<file path="config.mk">
export PLATFORM = sky130hd
export DESIGN_NAME = uart_tx_flat
export DESIGN_NICKNAME = d
export VERILOG_FILES = /design/src/rtl/uart_pkg.sv /design/src/rtl/uart_tx_if.sv /design/src/rtl/uart_tx_baud_counter.sv /design/src/rtl/uart_tx.sv /design/src/flat_wrapper.sv
export SDC_FILE = /design/constraint.sdc
export NUM_CORES = 1
export LEC_CHECK = 0
export ABC_AREA = 1
export BUFFER_PORTS_ARGS = -buffer_cell sky130_fd_sc_hd__buf_2
export CAP_MARGIN = 15
export CORE_MARGIN = 3
export CORE_UTILIZATION = 57
export DETAILED_ROUTE_END_ITERATION = 8
export PLACE_DENSITY = 0.79
export SLEW_MARGIN = 20
export SYNTH_ARGS = -nofsm -noshare
export SYNTH_HDL_FRONTEND = slang
export SYNTH_SLANG_ARGS = --single-unit
</file>
<file path="constraint.sdc">
create_clock -name CLK -period 2.2 [get_ports CLK]
set_clock_uncertainty 0.15 [all_clocks]
set_input_delay 0.11 -clock CLK [delete_from_list [all_inputs] [get_ports CLK]]
set_output_delay 0.11 -clock CLK [all_outputs]
set_load 0.01 [all_outputs]
</file>
<file path="src/rtl/uart_pkg.sv">
// Shared UART definitions: FSM state encoding, parity selectors and default widths.
// Used by both the transmit and receive paths.
package uart_pkg;

    localparam int unsigned UART_DATA_WIDTH     = 8;
    localparam int unsigned UART_PRESCALE_WIDTH = 6;

    localparam logic PAR_EVEN = 1'b0;
    localparam logic PAR_ODD  = 1'b1;

    typedef enum logic [2:0] {
        IDLE   = 3'd0,
        START  = 3'd1,
        DATA   = 3'd2,
        PARITY = 3'd3,
        STOP   = 3'd4
    } tx_state_e;

endpackage

</file>
<file path="src/rtl/uart_tx_if.sv">
// Parallel-side request bundle and serial-side outputs of the UART transmitter.
// The master is the byte source; the slave is the transmitter.
interface uart_tx_if
    import uart_pkg::*;
#(
    parameter int unsigned DATA_WIDTH     = UART_DATA_WIDTH,
    parameter int unsigned PRESCALE_WIDTH = UART_PRESCALE_WIDTH
) ();

    logic [DATA_WIDTH-1:0]     p_data;
    logic                      data_valid;
    logic                      par_en;
    logic                      par_typ;
    logic [PRESCALE_WIDTH-1:0] prescale;
    logic                      tx_out;
    logic                      busy;

    modport master (
        output p_data,
        output data_valid,
        output par_en,
        output par_typ,
        output prescale,
        input  tx_out,
        input  busy
    );

    modport slave (
        input  p_data,
        input  data_valid,
        input  par_en,
        input  par_typ,
        input  prescale,
        output tx_out,
        output busy
    );

endinterface

</file>
<file path="src/rtl/uart_tx_baud_counter.sv">
// Bit-period timer (counts 1..P, P = prescale or 1 when prescale is 0) and data bit index.
// Emits a one-cycle tick on the last cycle of every bit period.
module uart_tx_baud_counter #(
    parameter int unsigned DATA_WIDTH     = 8,
    parameter int unsigned PRESCALE_WIDTH = 6,
    parameter int unsigned IDX_WIDTH      = (DATA_WIDTH > 1) ? $clog2(DATA_WIDTH) : 1
) (
    input  logic                      i_clk,
    input  logic                      i_rst_n,
    input  logic                      i_enable,
    input  logic                      i_data_phase,
    input  logic [PRESCALE_WIDTH-1:0] i_prescale,
    output logic                      o_bit_tick,
    output logic [IDX_WIDTH-1:0]      o_bit_idx,
    output logic                      o_last_bit
);

    logic [PRESCALE_WIDTH-1:0] r_cnt;
    logic [IDX_WIDTH-1:0]      r_idx;
    logic [PRESCALE_WIDTH-1:0] w_period;
    logic                      w_tick;

    assign w_period = (i_prescale == '0) ? PRESCALE_WIDTH'(1) : i_prescale;
    assign w_tick   = i_enable && (r_cnt >= w_period);

    always_ff @(posedge i_clk or negedge i_rst_n) begin
        if (!i_rst_n) begin
            r_cnt <= PRESCALE_WIDTH'(1);
            r_idx <= '0;
        end else begin
            if (!i_enable || w_tick) begin
                r_cnt <= PRESCALE_WIDTH'(1);
            end else begin
                r_cnt <= r_cnt + 1'b1;
            end
            // Index only advances inside the data phase and is cleared everywhere else.
            if (!i_data_phase) begin
                r_idx <= '0;
            end else if (w_tick) begin
                r_idx <= r_idx + 1'b1;
            end
        end
    end

    assign o_bit_tick = w_tick;
    assign o_bit_idx  = r_idx;
    assign o_last_bit = (r_idx == IDX_WIDTH'(DATA_WIDTH - 1));

endmodule

</file>
<file path="src/rtl/uart_tx.sv">
// UART transmitter: start bit, DATA_WIDTH bits LSB-first, optional parity, stop bit.
// All frame settings are latched on acceptance; tx_out and busy are registered.
module uart_tx
    import uart_pkg::*;
#(
    parameter int unsigned DATA_WIDTH     = UART_DATA_WIDTH,
    parameter int unsigned PRESCALE_WIDTH = UART_PRESCALE_WIDTH
) (
    input  logic     CLK,
    input  logic     RST,
    uart_tx_if.slave bus
);

    localparam int unsigned IDX_WIDTH = (DATA_WIDTH > 1) ? $clog2(DATA_WIDTH) : 1;

    tx_state_e                 r_state;
    tx_state_e                 w_state_d;
    logic [DATA_WIDTH-1:0]     r_data;
    logic                      r_par_en;
    logic                      r_par_typ;
    logic [PRESCALE_WIDTH-1:0] r_prescale;
    logic                      r_tx_out;
    logic                      w_tx_out_d;
    logic                      r_busy;
    logic                      w_accept;
    logic                      w_cnt_en;
    logic                      w_data_phase;
    logic                      w_bit_tick;
    logic                      w_last_bit;
    logic [IDX_WIDTH-1:0]      w_bit_idx;
    logic [IDX_WIDTH-1:0]      w_next_idx;

    assign w_accept     = (r_state == IDLE) && bus.data_valid;
    assign w_cnt_en     = (r_state != IDLE);
    assign w_data_phase = (r_state == DATA);
    assign w_next_idx   = w_bit_idx + 1'b1;

    uart_tx_baud_counter #(
        .DATA_WIDTH     (DATA_WIDTH),
        .PRESCALE_WIDTH (PRESCALE_WIDTH),
        .IDX_WIDTH      (IDX_WIDTH)
    ) u_baud (
        .i_clk        (CLK),
        .i_rst_n      (RST),
        .i_enable     (w_cnt_en),
        .i_data_phase (w_data_phase),
        .i_prescale   (r_prescale),
        .o_bit_tick   (w_bit_tick),
        .o_bit_idx    (w_bit_idx),
        .o_last_bit   (w_last_bit)
    );

    always_ff @(posedge CLK or negedge RST) begin
        if (!RST) begin
            r_data     <= '0;
            r_par_en   <= 1'b0;
            r_par_typ  <= PAR_EVEN;
            r_prescale <= '0;
        end else if (w_accept) begin
            r_data     <= bus.p_data;
            r_par_en   <= bus.par_en;
            r_par_typ  <= bus.par_typ;
            r_prescale <= bus.prescale;
        end
    end

    // Next line level is computed for the state being entered, so tx_out is a clean register.
    always_comb begin
        w_state_d  = r_state;
        w_tx_out_d = r_tx_out;
        unique case (r_state)
            IDLE: begin
                w_tx_out_d = 1'b1;
                if (w_accept) begin
                    w_state_d  = START;
                    w_tx_out_d = 1'b0;
                end
            end
            START: begin
                if (w_bit_tick) begin
                    w_state_d  = DATA;
                    w_tx_out_d = r_data[0];
                end
            end
            DATA: begin
                if (w_bit_tick) begin
                    if (!w_last_bit) begin
                        w_tx_out_d = r_data[w_next_idx];
                    end else if (r_par_en) begin
                        w_state_d  = PARITY;
                        w_tx_out_d = (^r_data) ^ r_par_typ;
                    end else begin
                        w_state_d  = STOP;
                        w_tx_out_d = 1'b1;
                    end
                end
            end
            PARITY: begin
                if (w_bit_tick) begin
                    w_state_d  = STOP;
                    w_tx_out_d = 1'b1;
                end
            end
            STOP: begin
                if (w_bit_tick) begin
                    w_state_d  = IDLE;
                    w_tx_out_d = 1'b1;
                end
            end
            default: begin
                w_state_d  = IDLE;
                w_tx_out_d = 1'b1;
            end
        endcase
    end

    always_ff @(posedge CLK or negedge RST) begin
        if (!RST) begin
            r_state  <= IDLE;
            r_tx_out <= 1'b1;
            r_busy   <= 1'b0;
        end else begin
            r_state  <= w_state_d;
            r_tx_out <= w_tx_out_d;
            r_busy   <= (w_state_d != IDLE);
        end
    end

    assign bus.tx_out = r_tx_out;
    assign bus.busy   = r_busy;

endmodule

</file>
<file path="src/flat_wrapper.sv">
// flat-port wrapper written by rule: the top's interface ports become plain ports
module uart_tx_flat import uart_pkg::*;
#(
    parameter int unsigned DATA_WIDTH     = UART_DATA_WIDTH,
    parameter int unsigned PRESCALE_WIDTH = UART_PRESCALE_WIDTH
)
  (CLK, RST, bus_p_data, bus_data_valid, bus_par_en, bus_par_typ, bus_prescale, bus_tx_out, bus_busy);
  uart_tx_if #(.DATA_WIDTH(DATA_WIDTH), .PRESCALE_WIDTH(PRESCALE_WIDTH)) bus_i ();
  input  logic CLK;
  input  logic RST;
  input wire logic [$bits(bus_i.p_data)-1:0] bus_p_data;
  input wire logic [$bits(bus_i.data_valid)-1:0] bus_data_valid;
  input wire logic [$bits(bus_i.par_en)-1:0] bus_par_en;
  input wire logic [$bits(bus_i.par_typ)-1:0] bus_par_typ;
  input wire logic [$bits(bus_i.prescale)-1:0] bus_prescale;
  output wire logic [$bits(bus_i.tx_out)-1:0] bus_tx_out;
  output wire logic [$bits(bus_i.busy)-1:0] bus_busy;
  assign bus_i.p_data = bus_p_data;
  assign bus_i.data_valid = bus_data_valid;
  assign bus_i.par_en = bus_par_en;
  assign bus_i.par_typ = bus_par_typ;
  assign bus_i.prescale = bus_prescale;
  assign bus_tx_out = bus_i.tx_out;
  assign bus_busy = bus_i.busy;
  uart_tx #(.DATA_WIDTH(DATA_WIDTH), .PRESCALE_WIDTH(PRESCALE_WIDTH)) u_core (.CLK(CLK), .RST(RST), .bus(bus_i));
endmodule
</file>
**Word-level counts from Yosys, hierarchy flattened**

Cells that the tools add are included.

- Multiplexer cells: 21
- Add/subtract/negate cells: 2
- Reduce and logical (&&, ||, !) cells: 11
- Magnitude comparators: 2
- Equal/unequal tests: 8
- Bitwise operators: 1

Operators with widths:

| cell | count |
|---|---|
| 2-to-1 mux 3 bit | 9 |
| case mux 3 bit (5 select lines) | 1 |
| 2-to-1 mux 6 bit | 2 |
| parity 8 bit | 1 |
| 2-to-1 mux 1 bit | 7 |
| adder 6 x 1 -> 6 bit, second input constant | 1 |
| == test 3 x 2 -> 1 bit, second input constant | 2 |
| == test 3 bit, second input constant | 2 |
| greater-or-equal comparator 6 bit | 1 |
| logical NOT 6 bit | 1 |
| nonzero test 3 bit | 2 |
| less-than comparator 3 x 4 -> 1 bit, second input constant | 1 |
| inequality test 2 x 1 -> 1 bit, second input constant | 2 |
| case mux 1 bit (4 select lines) | 1 |
| adder 3 x 1 -> 3 bit, second input constant | 1 |
| binary-select mux 1 bit (select 3 bit) | 1 |
| == test 3 x 1 -> 1 bit, second input constant | 1 |
| logical NOT 3 bit | 1 |
| AND reduction 3 bit | 1 |
| logical AND 1 bit | 2 |
| inequality test 2 bit, second input constant | 1 |
| OR reduction 2 bit | 1 |
| logical NOT 1 bit | 1 |
| logical OR 1 bit | 1 |
| XOR 1 bit | 1 |

- Register bits: 30
- Word-level logic and storage cells: 54
- Output and inout port bits: 2
- Bits of input ports: 19

**Longest topological paths before layout**

Gate-level depths: netlist (run 1).

- Depth after elaboration: 7
- Gate-level depth with buffers: 13
- Mapped depth without buffers: 13

**Hierarchy**

A second synthesis (run 1) with hierarchy kept.

- Cell total of the unflattened synthesis: 229
- Area total of the unflattened synthesis: 1834.3 um^2

By module, submodules not included:

| module | instances | area an instance (um^2) | seq. area each (um^2) | cells each |
|---|---|---|---|---|
| uart_tx | 1 | 1199.9 | 526.8 | 153 |
| uart_tx_baud_counter | 1 | 634.4 | 226.5 | 76 |

**Least setup slack after synthesis (run 1)**

No wires, ideal clock.

- Path type: register to register
- Start point: register u_core.r_prescale[2]
- End point: register u_core.r_busy (netlist: u_core.bus.busy)
- Required time: 1930 ps
- Stages on the path, launching flop included: 14
- Path buffers: 0
- Setup slack: 278 ps
- Data arrival time: 1653 ps
- Cell sequence: dfrtp_1 -> nor3_1 -> a31o_2 -> ha_1 -> inv_1 -> a21boi_0 -> o21ai_2 -> nand2_2 -> nand2_2 -> nor2_1 -> nor2_1 -> inv_1 -> nor2_1 -> nand2_1

- Word-level cells in the longest chain between the ends: 7
- Elaborated cells on any way between the ends: 10
- Classes of those cells: 1 x order compare; 6 x mux; 3 x reduce/logical

RTL lines:

| what | line | RTL |
|---|---|---|
| start: declaration | uart_tx.sv:21 | `logic [PRESCALE_WIDTH-1:0] r_prescale;` |
| start signal: assignment | uart_tx.sv:63 | `r_prescale <= bus.prescale;` |
| logical NOT 6 bit | uart_tx_baud_counter.sv:23 | `assign w_period = (i_prescale == '0) ? PRESCALE_WIDTH'(1) : i_prescale;` |
| 2-to-1 mux 6 bit * | uart_tx_baud_counter.sv:23 |  |
| greater-or-equal comparator 6 bit * | uart_tx_baud_counter.sv:24 | `assign w_tick = i_enable && (r_cnt >= w_period);` |
| logical AND 1 bit * | uart_tx_baud_counter.sv:24 |  |
| 2-to-1 mux 3 bit, on equally long branches | -- |  |
| case mux 3 bit (5 select lines) * | uart_tx.sv:71 | `unique case (r_state)` |
| named net u_core.w_state_d[0] | uart_tx.sv:17 | `tx_state_e w_state_d;` |
| nonzero test 3 bit * | uart_tx.sv:125 | `r_busy <= (w_state_d != IDLE);` |
| end signal: assignment | uart_tx.sv:125 |  |
| end: declaration | uart_tx.sv:24 | `logic r_busy;` |

The timed path passes the listed nets; every way through them passes the cells marked *.
A chain may end at the register's enable or synchronous reset.

**Worst setup path in the final report (run 1)**

- Start point: register u_core.r_prescale[4]
- End point: register u_core.r_busy (netlist: u_core.bus.busy)

The elaborated chain is that of the path after synthesis.

==> metrics.cfg, run 1 <==
[clock_network]
clk_latency_ns = 0.33
cts_made_buffers = 5
cts.clk_slew.worst_paths_ns = 0.09
clock-sinks = 30
clockBufferDepth = 2
cts_max_level = 2
cts_tree = yes
cts_root_buf = clkbuf_4

[floorplanning]
start_util = 0.615
rows = 19
io_pins = 21
fp.dieH_um = 61.5
core_um2 = 2850
die_w_um = 61.5
dieArea_um2 = 3780

[worst_setup_path]
worstSetupPathType = reg -> reg
crit_path_end_kind = flop
reg2reg_depth = 13
worstSetupStartpointType = flop
path_max_fanout = 6
required_ns = 2.26
cp.arrival_ns = 2.18

[yosys]
netlist_instances = 229
synth_edf_count = 0
ys_seq_area_frac = 0.429
avgSynthCellArea_um2 = 7.66
netlist_area_um2 = 1750
yosysWarningCount = 0
synthArstFlopShare = 1.00
ys_seq_elements = 30
synth_cell_types = 25
yosys_most_used_dff = dfrtp_1
syn-num-nets = 257

[place]
portBuffers = 20
dp_hpwl_um = 2470
post-place-ws_ns = 0.0950
placed_area_um2 = 1890
gp_congestion = 0.884

[global_routing]
antenna_found_initial = 0
grt_pass1_wl_um = 5710
grt_max_degree = 31
grt_pass1_vias = 1388
grt_remaining_overflow = 0
track_usage = 0.209

[sta]
tightest_slew_ns = 0.668
rsz0062_at_grt = yes
hold_viol = 0
period_needed_ns = 2.12
maxSlewViolCount = 0
layout_setup_ws_ns = 0.0800
setup_tns_ns = 0
setup_viol = 0
worst_slew_margin_rel = 0.555
min_period_over_period = 0.964
fmax_mhz = 472

[power]
combPwrFrac = 0.054
internal_power_mw = 0.726
ir_drop_uv = 275
p_sw_mw = 0.198
leakage_nw = 1.18
swShare = 0.214
clock_power_share = 0.349
seqPwrFrac = 0.597
power_density_nw_per_um2 = 427

[drt]
vias = 1545
dr_wl_met3_um = 191
post_drt_wl_per_cell_um = 12.0
postRouteAntennaNets = 0
via_per_inst = 5.07
drc_errors = 0
wl_met2_um = 1670
drt_iter0_markers = 107
wl_met1_um = 1740
top_layer = met4
drt_pass1_iterations = 4
wl_um = 3650

[cells_and_area]
drive_gt1_frac = 0.219
area_growth_pct = 23.2
register_area_um2 = 753
antenna_cells = 0
final_area_um2 = 2160
multi_input_area_um2 = 878
final_nets = 303
fillers = 204

[job]
maxCapViolations = 0

[worst_hold_path]
hold_path.class = in -> reg
hold_depth = 4

[status]
status = finished clean

==> final cells by class <==
cell class | count | share of cell area
clock buffers | 6 | 0.0237
inverters | 33 | 0.0573
multi-input cells | 162 | 0.406
flip-flops and latches | 30 | 0.349
well taps | 31 | 0.0180
repair buffers | 43 | 0.146
==> layout by cell type, fill, tap and decap left out, types with 2 or more instances in the layout <==
master         instances
ha_1                   8
nor3_2                 2
nor2_2                 2
xor2_1                 2
dlygate4sd3_1         17
nand2_1               57
o21ai_0                9
inv_2                  2
nand3_1                9
inv_1                 31
dfstp_2                2
a21oi_1               13
nor2_1                36
clkbuf_4               5
nand2_2                3
buf_2                 20
a21oi_2               10
dfrtp_1               28
buf_4                  6
==> metal layers <==
metal,up-vias,GRT usage
met3,7,0.0419
met1,688,0.282
met5,-,0
met4,0,0.0909
met2,37,0.326
li1,813,-
==> through the flow <==
step                      std cells  hold slack, ns  power [mW]  utilization
after global routing            305          0.0898       0.964        0.757
after detailed placement        280          0.0289       0.588        0.663
after floorplan                 229          -0.336       0.562            -
after CTS                       303          0.0377       0.932        0.740
after global placement          280          0.0269       0.588        0.663
final                           305          0.0464       0.923        0.757
==> logic make-up after synthesis <==
kind of cell / synth area share
compound gates: 0.139
fa+ha+maj: 0.0642
xor+xnor: 0.00999
mux: 0.0150
simple gates: 0.253
buf+inv: 0.0892
flops: 0.429
==> final timing paths <==
| path | from | to | slack [ns] |
|---|---|---|---|
| max | u_core.r_prescale[4] | u_core.bus.busy | 0.08 |
| min | bus_data_valid | u_core.bus.tx_out | 0.05 |
| max reg2reg | u_core.r_prescale[4] | u_core.bus.busy | 0.08 |
| min reg2reg | u_core.u_baud.r_cnt[0] | u_core.u_baud.r_cnt[0] | 0.34 |
| max in group asynchronous | RST | u_core.r_state[2] | 1.27 |
| min in group asynchronous | RST | u_core.r_data[6] | 0.19 |
==> worst max-delay path: stages, from the launching register on <==
cell and delay (ns):
dfrtp_1 0.40, nor3_2 0.21, a31o_2 0.20, ha_4 0.19, inv_2 0.05, a21boi_2 0.05, o21ai_2 0.19, nand2_2 0.14
nand2_4 0.11, nor2_2 0.03, nor2_1 0.07, inv_1 0.06, nor2_1 0.09, nand2_1 0.05
==> synthesized netlist by cell type, types with 2 or more instances <==
library cell  number  area share
nand2_2            4       0.014
nor3_1             3      0.0086
ha_1               9       0.064
nand3_1            9       0.026
nor2_1            37       0.079
buf_6              2       0.013
dfstp_2            2       0.030
a21oi_1           13       0.037
inv_1             32       0.068
xor2_1             2       0.010
nand2_1           57        0.12
dfrtp_1           28        0.40
a21oi_2           10       0.050
o21ai_0            9       0.026
buf_2              2      0.0057
==> sequential cells by signal (all words and copies together) (netlist names) <==
signal / count
u_core.r_data: 8
u_core.bus.busy: 1
u_core.r_state: 3
u_core.r_par_en: 1
u_core.r_par_typ: 1
u_core.bus.tx_out: 1
u_core.r_prescale: 6
u_core.u_baud.r_cnt: 6
u_core.u_baud.o_bit_idx: 3
==> power groups by stage <==
stage	sequential [mW]	clock (mW)	combinational [mW]
floorplan	0.562	0	0.000202
global placement	0.562	0	0.0261
detailed placement	0.562	0	0.0265
CTS	0.551	0.331	0.0493
global route	0.551	0.357	0.0553
finish	0.551	0.323	0.0495
==> what timing repair did <==
item / 4_1_cts / 5_1_grt
endpoints found under the hold margin: 44 / 0
hold buffers: 17 / 0
buffers inserted: 0 / 2
setup endpoints to repair: 0 / 8
resized for setup: 0 / 8
Note: power is estimated with default switching activity, not from simulation.
==> run 2: changes to the inputs <==
--- a/config.mk
+++ b/config.mk
@@ -12,6 +12,7 @@
 export CORE_UTILIZATION = 57
 export DETAILED_ROUTE_END_ITERATION = 8
 export PLACE_DENSITY = 0.79
+export REMOVE_ABC_BUFFERS = 1
 export SLEW_MARGIN = 20
 export SYNTH_ARGS = -nofsm -noshare
 export SYNTH_HDL_FRONTEND = slang
==> run 2 against run 1 <==
  * Total power rose by 1.5%
  * Utilization fell by 0.70 points
  * Routed wire length rose by 1.0%
  * Non-clock buffer count fell by 2
  * Maximum frequency rose by 2.7%
  * Largest cell class unchanged
==> metrics.cfg, run 2 (synthesis results as in run 1) <==
[clock_network]
clockBufferDepth = 2  ; unchanged
clk_latency_ns = 0.33  ; about the same
cts_tree = yes
cts_root_buf = clkbuf_4
cts_made_buffers = 5  ; unchanged
cts_max_level = 2  ; unchanged
clock-sinks = 30  ; unchanged
cts.clk_slew.worst_paths_ns = 0.09  ; about the same

[drt]
drt_pass1_iterations = 4  ; unchanged
postRouteAntennaNets = 0  ; unchanged
drt_iter0_markers = 60  ; -44%
via_per_inst = 5.07  ; about the same
post_drt_wl_per_cell_um = 12.1  ; +1.0%
vias = 1546  ; +0.065%
drc_errors = 0  ; unchanged
wl_um = 3690  ; +1.0%

[worst_setup_path]
path_max_fanout = 6  ; unchanged
crit_path_end_kind = flop
required_ns = 2.27  ; about the same
worstSetupStartpointType = flop
worstSetupPathType = reg -> reg
cp.arrival_ns = 2.13  ; -0.05 ns

[power]
leakage_nw = 1.19  ; +0.71%
power_density_nw_per_um2 = 438  ; +2.5%
ir_drop_uv = 313  ; +14%

[place]
dp_hpwl_um = 2590  ; +4.8%
placed_area_um2 = 1880  ; -0.40%
gp_congestion = 0.858  ; -2.9%
portBuffers = 20  ; unchanged

[cells_and_area]
final_area_um2 = 2140  ; -0.93%
largest_reg_flops = 8  ; unchanged
top_regs = u_core.r_data x8, u_core.r_prescale x6, u_core.u_baud.r_cnt x6
multi_input_area_um2 = 865  ; -1.6%
fillers = 230  ; +13%
final_cell_mix = nand2_1 (57), nor2_1 (37), inv_1 (31)
regMostFlops = u_core.r_data
final_common_cell = nand2_1
register_area_um2 = 753  ; unchanged
final_nets = 301  ; -0.66%
drive_gt1_frac = 0.208  ; -0.0109
area_growth_pct = 22.0
antenna_cells = 0  ; unchanged

[floorplanning]
rows = 19  ; unchanged
die_w_um = 61.5  ; unchanged
io_pins = 21  ; unchanged
start_util = 0.615  ; unchanged
core_um2 = 2850  ; unchanged
fp.dieH_um = 61.5  ; unchanged
dieArea_um2 = 3780  ; unchanged

[sta]
period_needed_ns = 2.06  ; -0.0563 ns
fmax_mhz = 485  ; +2.7%
rsz0062_at_grt = yes
worst_slew_margin_rel = 0.545  ; -0.00955
maxSlewViolCount = 0  ; unchanged
min_period_over_period = 0.938  ; -0.0256
worst_hold_slack_ns = 0.0688  ; +0.0224 ns
setup_viol = 0  ; unchanged
tightest_slew_ns = 0.682  ; +0.0143 ns
hold_viol = 0  ; unchanged

[global_routing]
antenna_found_initial = 0  ; unchanged
grt_remaining_overflow = 0  ; unchanged
grt_max_degree = 31  ; unchanged
track_usage = 0.233  ; +0.0237
grt_pass1_wl_um = 6310  ; +10%
grt_pass1_vias = 1469  ; +5.8%

[worst_hold_path]
hold_path.class = in -> reg

[job]
maxCapViolations = 0  ; unchanged

[status]
status = finished clean

run 2: cell count changes in the layout (fill, tap and decap cells not counted):
cell / change
nor2_2: -1
a21boi_2: -1
ha_1: +1
a21boi_1: +1
clkinv_2: +1
clkbuf_1: +1
nand3_2: +1
ha_4: -1
nand3_1: -1
nor2_1: +1
buf_4: -2
run 2: through the flow:
stage	utilization	power [mW]	TNS [ns]	setup slack, ns	instances
6_report	0.750	0.937	0	0.136	305
5_1_grt	0.750	0.978	-0.0209	-0.0209	305
4_1_cts	0.741	0.947	0	0.0639	304
3_5_place_dp	0.660	0.589	0	0.0719	279
3_3_place_gp	0.660	0.588	0	0.161	279
2_1_floorplan	-	0.562	0	0.275	225
run 2: layout make-up:
cell class / count / area share
Clock buffer: 7 / 0.0257
Tap cell: 31 / 0.0181
Timing Repair Buffer: 41 / 0.140
Sequential cell: 30 / 0.352
Multi-Input combinational cell: 162 / 0.404
Clock inverter: 1 / 0.00234
Inverter: 33 / 0.0579
run 2: path summary, 6_finish.rpt:
path | startpoint | end | slack, ns | cells past startpoint
max | u_core.r_prescale[4] | u_core.bus.busy | 0.14 | 13
min | bus_data_valid | u_core.bus.tx_out | 0.07 | 4
max reg2reg | u_core.r_prescale[4] | u_core.bus.busy | 0.14 | 13
min reg2reg | u_core.u_baud.r_cnt[0] | u_core.u_baud.r_cnt[0] | 0.34 | 1
max in group asynchronous | RST | u_core.r_prescale[1] | 1.26 | 2
min in group asynchronous | RST | u_core.r_state[2] | 0.20 | 2
run 2: report_power, final:
group | internal (mW) | leakage (nW) | switching [mW] | total [mW]
sequential | 0.551 | 0.318 | 0 | 0.551
clock | 0.155 | 0.0353 | 0.182 | 0.336
combinational | 0.0308 | 0.840 | 0.0192 | 0.0499
total | 0.736 | 1.19 | 0.201 | 0.937
run 2: critical path: stages (launching register included):
cell and delay (ns):
dfrtp_1 0.39, nor3_2 0.17, a31o_2 0.16, ha_1 0.21, inv_1 0.06, a21boi_1 0.06, o21ai_2 0.17, nand2_2 0.13
nand2_4 0.10, nor2_1 0.05, nor2_1 0.09, inv_1 0.07, nor2_1 0.09, nand2_1 0.05
run 2: repair_timing:
action / CTS / global route
gates resized for setup: 0 / 6
hold endpoints to repair: 44 / 0
buffers inserted: 0 / 1
setup endpoints to repair: 0 / 8
hold buffers: 17 / 0
run 2: metal layers:
metal  track usage  vias to the layer above  share of wire
met4        0.0818                        0          0.013
met2         0.378                       40           0.48
met5             0                        -              0
met1         0.300                      696           0.46
li1              -                      805              -
met3        0.0629                        5          0.044
==> run 3: changes to the inputs <==
--- a/config.mk
+++ b/config.mk
@@ -9,11 +9,12 @@
 export BUFFER_PORTS_ARGS = -buffer_cell sky130_fd_sc_hd__buf_2
 export CAP_MARGIN = 15
 export CORE_MARGIN = 3
-export CORE_UTILIZATION = 57
+export CORE_UTILIZATION = 58
 export DETAILED_ROUTE_END_ITERATION = 8
-export PLACE_DENSITY = 0.79
+export PLACE_DENSITY = 0.8
 export REMOVE_ABC_BUFFERS = 1
 export SLEW_MARGIN = 20
 export SYNTH_ARGS = -nofsm -noshare
 export SYNTH_HDL_FRONTEND = slang
+export SYNTH_HIERARCHICAL = 1
 export SYNTH_SLANG_ARGS = --single-unit
==> run 3 against run 2 <==
  * Register-to-register slack lost 0.27 ns
  * Sequential power is 74% higher
  * Total power grew to 2.9 times the previous value
  * Sequential share of layout area is 2.1 points lower
  * Setup slack lost 0.27 ns
  * Critical endpoint is now u_core/bus.busy
  * Combinational power rose to 30 times the previous value
  * Routed wire length rose by 5.2%
  * Largest power group is now combinational cells
  * Non-clock buffer count is 2 higher
  * The flow now finishes with violations (negative setup slack)
==> metrics.cfg, run 3 <==
[worst_hold_path]
holdCritStartpoint = bus_data_valid
hold_depth = 3  ; -1
hold_path.class = in -> reg
hold_end = u_core/r_state[0]

[worst_setup_path]
critPathMaxStageDelay_ns = 0.39  ; about the same
reg2reg_depth = 15  ; +2
worstReg2RegStart = u_core/r_prescale[5]
reg2reg_to = u_core/bus.busy
crit_path_end_kind = flop
path_max_fanout = 4  ; -2
crit_chain = nor3_2 -> a31o_2 -> ha_4 -> inv_2 -> nand2_1 -> nand2_1 -> nand2_1 -> nand2_2 -> nand2_2 -> nand2_4 -> clkinvlp_2 -> o21ai_0 -> and3_2 -> nor2_2 -> nand2_1
crit_top_cell = nand2_1
required_ns = 2.27  ; about the same
rrSetupSlack_ns = -0.13  ; -0.27 ns
cp.arrival_ns = 2.39  ; +0.26 ns
worstSetupPathType = reg -> reg
crit_path_top_delay_cell = dfrtp_1
worstSetupStartpointType = flop

[clock_network]
cts_tree = yes
cts_root_buf = clkbuf_4
clockBufferDepth = 2  ; unchanged
clock-sinks = 30  ; unchanged
cts.clk_slew.worst_paths_ns = 0.08  ; about the same
cts_made_buffers = 5  ; unchanged
clk_latency_ns = 0.32  ; about the same
cts_max_level = 2  ; unchanged

[power]
total_power_mw = 2.74  ; +190%
leakage_nw = 1.21  ; +1.0%
ir_drop_uv = 816  ; +160%
power_density_nw_per_um2 = 1200  ; +170%

[cells_and_area]
top_regs = u_core/r_data x8, u_core/r_prescale x6, u_core/u_baud/r_cnt x6
largest_reg_flops = 8  ; unchanged
fillers = 207  ; -10%
antenna_cells = 0  ; unchanged
area_growth_pct = 24.1
drive_gt1_frac = 0.253  ; +0.0447
final_area_um2 = 2280  ; +6.4%
multi_input_area_um2 = 963  ; +11%
final_nets = 306  ; +1.7%
final_core_util = 0.792  ; +0.0412
final_common_cell = nand2_1
regMostFlops = u_core/r_data
final_cell_mix = nand2_1 (59), inv_1 (32), dfrtp_1 (28)
register_area_um2 = 753  ; unchanged

[floorplanning]
fp.dieH_um = 62.2  ; +1.2%
dieArea_um2 = 3870  ; +2.5%
rows = 19  ; unchanged
io_pins = 21  ; unchanged
start_util = 0.638  ; +0.0228
die_w_um = 62.2  ; +1.2%
core_um2 = 2880  ; +0.83%

[global_routing]
track_usage = 0.207  ; -0.0253
grt_pass1_vias = 1474  ; +0.34%
antenna_found_initial = 0  ; unchanged
grt_max_degree = 31  ; unchanged
grt_remaining_overflow = 0  ; unchanged
grt_pass1_wl_um = 6420  ; +1.8%

[status]
status = complete, but fails checks
violations = negative setup slack

[place]
gp_congestion = 0.768  ; -10%
portBuffers = 20  ; unchanged
dp_hpwl_um = 2550  ; -1.2%
placed_area_um2 = 1990  ; +5.7%

[sta]
worst_slew_margin_rel = 0.560  ; +0.0143
min_period_over_period = 1.06  ; +0.121
rsz0062_at_grt = yes
maxSlewViolCount = 0  ; unchanged
setup_tns_ns = -0.248  ; -0.248 ns
period_needed_ns = 2.33  ; +0.265 ns
layout_setup_ws_ns = -0.129  ; -0.265 ns
setup_viol = 3  ; +3
fmax_mhz = 429  ; -11%
hold_viol = 0  ; unchanged
tightest_slew_ns = 0.660  ; -0.0214 ns

[drt]
drt_pass1_iterations = 4  ; unchanged
vias = 1579  ; +2.1%
drc_errors = 0  ; unchanged
drt_iter0_markers = 50  ; -17%
wl_um = 3880  ; +5.2%
post_drt_wl_per_cell_um = 12.2  ; +0.57%
postRouteAntennaNets = 0  ; unchanged
via_per_inst = 4.95  ; -2.3%

[yosys]
netlist_instances = 229  ; unchanged
yosysWarningCount = 6  ; +6
avgSynthCellArea_um2 = 8.01  ; +4.6%
yosysTopAreaCell = dfrtp_1
yosys.area.top_type_share = 0.382  ; -0.0174
synthArstFlopShare = 1.00  ; unchanged
ys_seq_elements = 30  ; unchanged
synth_area_leaders = dfrtp_1 (38%), nand2_1 (13%), inv_1 (7.0%)
ys_seq_area_frac = 0.411  ; -0.0187
yosys_most_used_dff = dfrtp_1
synth_cell_types = 29  ; +16%
netlist_area_um2 = 1830  ; +4.6%
synth_edf_count = 0  ; unchanged
yosysMostFrequentCell = nand2_1
synth_common_cells = nand2_1 (62), inv_1 (34), dfrtp_1 (28), nor2_1 (23), a21oi_1 (15)

[job]
maxCapViolations = 0  ; unchanged

[run 3: changes by cell type in the layout (fill, tap and decap cells not counted), sizes merged, moves of 2 or more]
| cell | delta |
|---|---|
| buf | +2 |
| nor2 | -10 |
| clkinvlp | +2 |
| nand4 | +4 |
| inv | +2 |
| nand3 | +3 |
| nand2 | +5 |
| a21oi | -7 |
| mux2 | +5 |
| o21ai | -6 |
[run 3: critical path: cells and delay by family (launching register included)]
family                   cells  cell delay (ns)
adder cells (fa/ha/maj)      1             0.26
buffers and inverters        2             0.15
flip-flops                   1             0.39
AND/OR/NAND/NOR             10             0.87
AO/OA/AOI/OAI                2             0.38
[run 3: what timing repair did]
| action | CTS | global route |
|---|---|---|
| hold endpoints to repair | 44 | 0 |
| hold buffers | 17 | 0 |
| cloned | 1 | 0 |
| setup endpoints to repair | 2 | 4 |
| buffers inserted | 0 | 1 |
| pin swaps | 0 | 11 |
| gates resized for setup | 4 | 9 |
[run 3: per-layer routing]
layer	track usage	wire [µm]	vias up
li1	-	-	823
met1	0.232	1660	732
met2	0.378	2080	20
met3	0.0613	101	4
met4	0.0635	32	0
met5	0	0	-
[run 3: final cells by class]
cell class	instances	area share
timing repair inverter	1	0.00220
tap	42	0.0231
inverter	36	0.0610
sequential	30	0.331
timing repair buffer	43	0.140
multi-input combinational	160	0.423
clock buffer	7	0.0198
[run 3: per-stage QoR]
step / hold slack [ns] / std cells / setup slack [ns]
2_1_floorplan: -0.336 / 226 / 0.0370
3_3_place_gp: 0.0277 / 293 / 0.0400
3_5_place_dp: 0.0325 / 293 / -0.0551
4_1_cts: 0.108 / 318 / 0.0111
5_1_grt: 0.117 / 319 / -0.243
6_report: 0.133 / 319 / -0.129
[run 3: worst max path at each step]
stage	from	end	slack, ns	cells after the start
6_report	u_core/r_prescale[5]	u_core/bus.busy	-0.13	15
5_1_grt	u_core/r_prescale[3]	u_core/bus.busy	-0.24	15
4_1_cts	u_core/r_prescale[3]	u_core/bus.busy	0.01	15
3_5_place_dp	u_core/r_prescale[4]	u_core/bus.busy	-0.06	15
3_3_place_gp	u_core/r_prescale[4]	u_core/bus.busy	0.04	15
2_1_floorplan	u_core/r_prescale[1]	u_core/bus.busy	0.04	15
[run 3: where the power goes]
group	internal, mW	total [mW]	switching, mW	leakage (nW)
clock network	0.120	0.293	0.173	0.0254
registers	0.781	0.961	0.180	0.357
logic	0.617	1.48	0.864	0.823
total	1.52	2.74	1.22	1.21
[run 3: cell families (layout without fill, tap and decap cells)]
family                     Yosys count  in the layout  synth area share
AOI/OAI and AO/OA                   24             24            0.0846
xor gates and xnor gates             3              3            0.0143
adders and majority gates           10             10            0.0682
buffers and inverters               39             87            0.0921
DFF                                 30             30             0.411
muxes                                7              7            0.0430
and+or+nand+nor                    116            116             0.287
